File: src/rtl/mdu_issue_seq.sv
// mdu_issue_seq: sequencer between execute and the multiply/divide unit.
// Accepts one RV32M op at a time, holds the MDU operands stable, stalls the
// pipeline while the op is in flight and emits a one-cycle writeback.
// A flush never aborts the MDU; an in-flight op is drained and discarded.
// Optional single-entry divide result cache: define MDU_RESULT_CACHE_EN.
module mdu_issue_seq #(
   parameter int unsigned CNT_W = 32
) (
   input  logic             clk,
   input  logic             rst,
   input  logic             issue_valid,
   input  logic [2:0]       issue_op,
   input  logic [31:0]      issue_src1,
   input  logic [31:0]      issue_src2,
   input  logic [4:0]       issue_rd,
   input  logic             flush,
   output logic             stall,
   output logic             mdu_req_valid,
   output logic             mdu_res_ack,
   output logic [31:0]      mdu_src1,
   output logic [31:0]      mdu_src2,
   output logic [2:0]       mdu_op,
   input  logic             mdu_res_valid,
   input  logic [31:0]      mdu_result,
   output logic             wb_valid,
   output logic [4:0]       wb_rd,
   output logic [31:0]      wb_data,
   output logic [CNT_W-1:0] busy_cycles
);

   typedef enum logic [1:0] {StIdle, StReq, StWait, StDrain} state_t;

   state_t           state_q, state_d;
   logic [31:0]      src1_q, src2_q;
   logic [2:0]       op_q;
   logic [4:0]       rd_q;
   logic             wb_valid_q;
   logic [4:0]       wb_rd_q, wb_rd_d;
   logic [31:0]      wb_data_q, wb_data_d;
   logic [CNT_W-1:0] busy_q;

   logic             accept;
   logic             wb_set;
   logic             hit;
   logic [31:0]      hit_data;

`ifdef MDU_RESULT_CACHE_EN
   logic             c_vld_q;
   logic [2:0]       c_op_q;
   logic [31:0]      c_src1_q, c_src2_q, c_res_q;
   logic             cache_wr;

   // Only div-class ops (funct3[2]) are cached; MUL ops always use the MDU.
   assign hit      = issue_op[2] && c_vld_q && (c_op_q == issue_op) &&
                     (c_src1_q == issue_src1) && (c_src2_q == issue_src2);
   assign hit_data = c_res_q;
   assign cache_wr = (state_q == StWait) && mdu_res_valid && !flush && op_q[2];

   // Cache entry: refilled on every non-flushed divide writeback, cleared by reset only.
   always_ff @(posedge clk or posedge rst) begin
      if (rst) begin
         c_vld_q  <= 1'b0;
         c_op_q   <= 3'd0;
         c_src1_q <= 32'd0;
         c_src2_q <= 32'd0;
         c_res_q  <= 32'd0;
      end else if (cache_wr) begin
         c_vld_q  <= 1'b1;
         c_op_q   <= op_q;
         c_src1_q <= src1_q;
         c_src2_q <= src2_q;
         c_res_q  <= mdu_result;
      end
   end
`else
   assign hit      = 1'b0;
   assign hit_data = 32'd0;
`endif

   // Next-state, handshake and writeback selection.
   always_comb begin
      state_d       = state_q;
      stall         = 1'b0;
      mdu_req_valid = 1'b0;
      mdu_res_ack   = 1'b0;
      accept        = 1'b0;
      wb_set        = 1'b0;
      wb_data_d     = wb_data_q;
      wb_rd_d       = wb_rd_q;
      unique case (state_q)
         StIdle: begin
            if (issue_valid && !flush) begin
               stall = 1'b1;
               if (hit) begin
                  // Hold a hit back one cycle if a writeback is already going out,
                  // so wb_valid never fires on two consecutive cycles.
                  if (!wb_valid_q) begin
                     accept    = 1'b1;
                     wb_set    = 1'b1;
                     wb_data_d = hit_data;
                     wb_rd_d   = issue_rd;
                  end
               end else begin
                  accept  = 1'b1;
                  state_d = StReq;
               end
            end
         end
         StReq: begin
            stall = 1'b1;
            if (flush) begin
               // MDU never saw the request, so nothing needs draining.
               state_d = StIdle;
            end else begin
               mdu_req_valid = 1'b1;
               state_d       = StWait;
            end
         end
         StWait: begin
            stall = 1'b1;
            if (mdu_res_valid) begin
               mdu_res_ack = 1'b1;
               state_d     = StIdle;
               if (!flush) begin
                  wb_set    = 1'b1;
                  wb_data_d = mdu_result;
                  wb_rd_d   = rd_q;
               end
            end else if (flush) begin
               state_d = StDrain;
            end
         end
         StDrain: begin
            stall = 1'b1;
            if (mdu_res_valid) begin
               mdu_res_ack = 1'b1;
               state_d     = StIdle;
            end
         end
         default: state_d = StIdle;
      endcase
   end

   // State register.
   always_ff @(posedge clk or posedge rst) begin
      if (rst) begin
         state_q <= StIdle;
      end else begin
         state_q <= state_d;
      end
   end

   // Operand latch: MDU inputs change only when an instruction is accepted.
   always_ff @(posedge clk or posedge rst) begin
      if (rst) begin
         src1_q <= 32'd0;
         src2_q <= 32'd0;
         op_q   <= 3'd0;
         rd_q   <= 5'd0;
      end else if (accept) begin
         src1_q <= issue_src1;
         src2_q <= issue_src2;
         op_q   <= issue_op;
         rd_q   <= issue_rd;
      end
   end

   // Writeback register: one-cycle strobe with data held afterwards.
   always_ff @(posedge clk or posedge rst) begin
      if (rst) begin
         wb_valid_q <= 1'b0;
         wb_rd_q    <= 5'd0;
         wb_data_q  <= 32'd0;
      end else begin
         wb_valid_q <= wb_set;
         wb_rd_q    <= wb_rd_d;
         wb_data_q  <= wb_data_d;
      end
   end

   // Busy-cycle counter, wraps naturally.
   always_ff @(posedge clk or posedge rst) begin
      if (rst) begin
         busy_q <= '0;
      end else if (stall) begin
         busy_q <= busy_q + CNT_W'(1);
      end
   end

   assign mdu_src1    = src1_q;
   assign mdu_src2    = src2_q;
   assign mdu_op      = op_q;
   assign wb_valid    = wb_valid_q;
   assign wb_rd       = wb_rd_q;
   assign wb_data     = wb_data_q;
   assign busy_cycles = busy_q;

endmodule

File: config.mk
export PLATFORM = sky130hd
export DESIGN_NAME = mdu_issue_seq
export DESIGN_NICKNAME = d
export VERILOG_FILES = /design/src/rtl/mdu_issue_seq.sv
export SDC_FILE = /design/constraint.sdc
export NUM_CORES = 1
export LEC_CHECK = 0
export BUFFER_PORTS_ARGS = -buffer_cell sky130_fd_sc_hd__buf_2
export CAP_MARGIN = 40
export CORE_MARGIN = 5
export CORE_UTILIZATION = 47
export CTS_CLUSTER_SIZE = 30
export DETAILED_ROUTE_END_ITERATION = 6
export GPL_TIMING_DRIVEN = 0
export HOLD_SLACK_MARGIN = 0.12
export PLACE_DENSITY = 0.88
export SKIP_LAST_GASP = 1
export SLEW_MARGIN = 0
export SYNTH_ARGS = -nofsm -noshare
export SYNTH_HDL_FRONTEND = slang
export SYNTH_SLANG_ARGS = --single-unit
export TNS_END_PERCENT = 50
File: constraint.sdc
create_clock -name clk -period 6.3 [get_ports clk]
set_clock_uncertainty 0.15 [all_clocks]
set_input_delay 0.945 -clock clk [delete_from_list [all_inputs] [get_ports clk]]
set_output_delay 0.945 -clock clk [all_outputs]
set_load 0.01 [all_outputs]
[Word-level counts from Yosys, hierarchy flattened]
Index checks and enable logic that the tools add are counted.
Storage, ports and cells
  register bits after elaboration: 144
  bits of input ports: 109
  output and inout bits: 140
  logic and storage cells: 39
Cells by class
  add/subtract/negate cells: 1
  eq/ne operators: 6
  multiplexer cells: 15
  bitwise gates (word level): 1
  reductions and logical operators: 7
Operators by type and width (number)
  adder 32 x 1 -> 32 bit (second input constant): 1
  two-way mux 2 bit: 5
  two-way mux 1 bit: 8
  one-hot mux 2 bit (4 select lines): 1
  AND reduction 3 bit: 2
  equality test 2 bit (second input constant): 2
  inequality test 2 bit (second input constant): 2
  inequality test 3 bit (second input constant): 1
  OR reduction 3 bit: 1
  equality test 2 x 1 -> 1 bit (second input constant): 1
  zero test 2 bit: 1
  one-hot mux 1 bit (2 select lines): 1
  OR reduction 2 bit: 1
  logical AND 1 bit: 1
  zero test 1 bit: 1
  NOT 1 bit: 1

[Longest topological paths before layout]
  word-level depth: 4
  mapped depth: 5
  depth with buffers taken out: 5

[Worst setup path after synthesis]
No wires, ideal clock.
  kind: in2out
  from: in flush
  to: out stall
  arrival time: 1.267 ns
  data required time: 5.205 ns
  path slack: 3.938 ns
  stages on the path: 2
  buffers on the path: 0
  cell sequence: nand2b_4 > nand2_1
Between the ends
  longest elaborated chain between the ends: 4
Ends and longest elaborated chain
  from (decl): line 16  | input logic flush,
  zero test 1 bit
  logical AND 1 bit: line 92  | if (issue_valid && !flush) begin
  two-way mux 1 bit
  one-hot mux 1 bit (2 select lines): line 90  | unique case (state_q)
  to (decl): line 17  | output logic stall,
Every way passes these cells.

[Worst setup path in the final report]
Same ends and word-level chain as after synthesis.

==> impl_metrics.csv <==
group,metric,value,unit
routing,wirelength,13600,um
yosys,ys_types,30,
setup_path,max_stage_delay,170,ps
setup_path,worstPathRequired,5200,ps
cells_and_area,nNetsFinal,753,
setup_path,critical_path_class,"in -> out",
die,start_util,47.8,%
yosys,synth_area_leaders,"dfrtp_1, mux2_2, xnor2_1, xor2_1, nand4_4",
die,dieArea,14500,um2
timing,min_period,2660,ps
timing,fin_crit_sh,42.3,%
yosys,yosysTopAreaCellShare,63.1,%
cts,cts_buffer_depth,2,
die,die_w,120,um
cts,hold_buffers,0,
power,pwr-share-seq,42.2,%
cells_and_area,final_core_util,65.0,%
setup_path,crit_top_cell,"buf_2",
die,rows,40,
cts,clk_pin_slew_worst_paths,60,ps
global_routing,grt.total_usage,19.5,%
routing,avgRoutedWirePerCell,16.9,um
power,pwr-share-comb,26.1,%
cts,cts_resized,0,
yosys,synth_area,5710,um2
power,power_density,418,nW/um2
yosys,synth-seq-area-share,63.1,%
cts,cts.sinks,144,
cts,cts_tree,"built",
cells_and_area,layout-drive-gt1-share,63.8,%
min_path,min_path_type,"reg -> reg",
setup_path,cp_slowest_cell,"nand2_1",
global_routing,grt_pass1_wl,22100,um
run,drv_cap,0,
cts,root_buffer,"clkbuf_16",
placed_design,portBuffers,248,
cts,htreeDepth,4,
placed_design,dp_hpwl,10300,um
cells_and_area,syn_to_final_growth,36.2,%
global_routing,grt_max_degree,83,
timing,slew_headroom,49.9,%
global_routing,grt_pass1_vias,4334,
timing,finalSetupViolCount,0,
power,power_leakage,3.97,nW
timing,rsz0062_at_grt,"false",
global_routing,antenna_found_initial,0,
routing,drc,0,
timing,tightest_slew,752,ps
power,power.switching,0.000931,W
setup_path,start_kind,"input port",
routing,num_vias,3989,
yosys,syn_nets,485,
routing,ant_nets,0,
setup_path,crit_chain,"buf_2, nand2b_4, nand2_1, buf_2",
timing,max_freq,0.376,GHz
routing,avgViaCountPerCell,4.97,
setup_path,critPathMaxFanout,5,
die,ios,249,
yosys,yosysWarnings,0,
yosys,postSynthCellCount,375,
power,switching_share,28.7,%
setup_path,worstPathArrival,1570,ps
cts,worstSkewPairLatency,410,ps
routing,drtIter0Drc,211,
power,vdd.ir_drop.worst,0.000279,V
power,internal_power,0.00232,W
status,status,"finished, final reports clean",
timing,hold_viol,0,
cts,numCtsBuffers,17,
die,fp.dieH,120,um
placed_design,globalplace.congestion,0.781,
die,coreArea,12000,um2
setup_path,cp.buffers_inverters,2,
routing,drtPass1Iterations,4,
cts,cts_setup_buffers,0,
cells_and_area,diodes,0,
yosys,synth_top_cell_by_area,"dfrtp_1",
timing,final_max_slew_viol_count,0,
power,power_frac_clock,31.7,%
yosys,ys_seq_elements,144,
setup_path,crit_family,"simple AND/OR/NAND/NOR gates",
yosys,syn_area_per_cell,15.2,um2
timing,tns,0,ps
global_routing,grt-ovfl-total,0,
setup_path,cp-end-kind,"output pin",
[final cells by class]
cell class | instances | area [um2]
fill | 870 | 4180
tap | 147 | 184
clock buffer | 19 | 443
multi-input combinational | 213 | 1990
sequential | 144 | 3600
clock inverter | 12 | 166
inverter | 6 | 27.5
timing repair buffer | 249 | 1270
buffer | 12 | 92.6
[power by group through the flow]
stage	registers, W	logic [W]	clock network (W)
after global routing	0.00141	0.000921	0.00109
after CTS	0.00137	0.000867	0.00105
after floorplan	0.00150	0.000325	0
after global placement	0.00136	0.000835	0
after detailed placement	0.00138	0.000864	0
final	0.00137	0.000849	0.00103
[synth_stat cells (all sizes together)]
cell type  instances
dfrtp            144
mux2             110
xnor2             19
nor2              18
nand2             16
buf               12
nand4             12
xor2              12
inv                6
nand3              6
and2               4
and3               4
and4               3
a21oi              2
nand2b             2
nor3               2
ha                 1
nor4b              1
o21bai             1
[per-stage QoR]
| step | std cells | instance area (um2) | power, W | hold WS (ps) | setup slack, ps |
|---|---|---|---|---|---|
| after global placement | 770 | 7140 | 0.00219 | 302 | 87.1 |
| after CTS | 802 | 7780 | 0.00329 | 318 | 3640 |
| after floorplan | 375 | 5710 | 0.00183 | 325 | 1340 |
| final | 802 | 7780 | 0.00325 | 318 | 3640 |
| after global routing | 802 | 7780 | 0.00343 | 346 | 3570 |
| after detailed placement | 771 | 7170 | 0.00225 | 307 | 3530 |
[worst reg2reg max path: stages (launching register included)]
cell and delay (ps):
dfrtp_1 400, nor4b_1 430, buf_2 320, buf_4 250, mux2_2 360
[registers in the layout, indices dropped and copies added, names as in the netlist]
signal,cells
mdu_src1,32
mdu_op,3
mdu_src2,32
wb_valid,1
state_q,2
wb_rd,5
rd_q,5
wb_data,32
busy_cycles,32
[worst paths after layout]
kind | depth (start not counted) | from | endpoint | slack [ps]
worst max-delay path | 4 | flush | stall | 3640
worst min-delay path | 1 | busy_cycles[31]$_DFFE_PP0P_ | busy_cycles[31]$_DFFE_PP0P_ | 320
worst max register to register | 4 | state_q[0]$_DFFE_PP0P_ | mdu_src2[31]$_DFFE_PP0P_ | 4280
worst min register to register | 1 | busy_cycles[31]$_DFFE_PP0P_ | busy_cycles[31]$_DFFE_PP0P_ | 320
max in group asynchronous | 3 | rst | mdu_src1[2]$_DFFE_PP0P_ | 4740
min in group asynchronous | 2 | rst | busy_cycles[4]$_DFFE_PP0P_ | 510
[layout by cell type, fill, tap and decap left out, types with 2 or more instances in the layout]
cell         n
and2_1       2
and2_2       2
and3_2       2
and4_1       2
buf_2      250
buf_4        8
buf_6        2
bufinv_16    4
clkbuf_16   17
clkinv_2     6
dfrtp_1    144
inv_1        5
mux2_2     110
nand2_1     16
nand3_1      6
nand4_1      8
nand4_4      3
nor2_1      17
nor3_2       2
xnor2_1     19
xor2_1      12
[logic make-up after synthesis]
logic type | share of synthesized area [%]
AND/OR/NAND/NOR | 7.67
adder cells (fa/ha/maj) | 0.219
XOR/XNOR | 4.75
multiplexers | 21.7
buffers and inverters | 2.02
AO/OA/AOI/OAI | 0.570
flip-flops | 63.1
[routing by layer]
metal / share of wire (%) / GRT usage, % / vias to the layer above
li1: - / - / 1832
met1: 37 / 21.2 / 1973
met2: 53 / 34.0 / 157
met3: 7.8 / 7.20 / 27
met4: 2.7 / 8.92 / 0
met5: 0 / 0 / -
No activity file was read; power rests on OpenSTA's default activity.
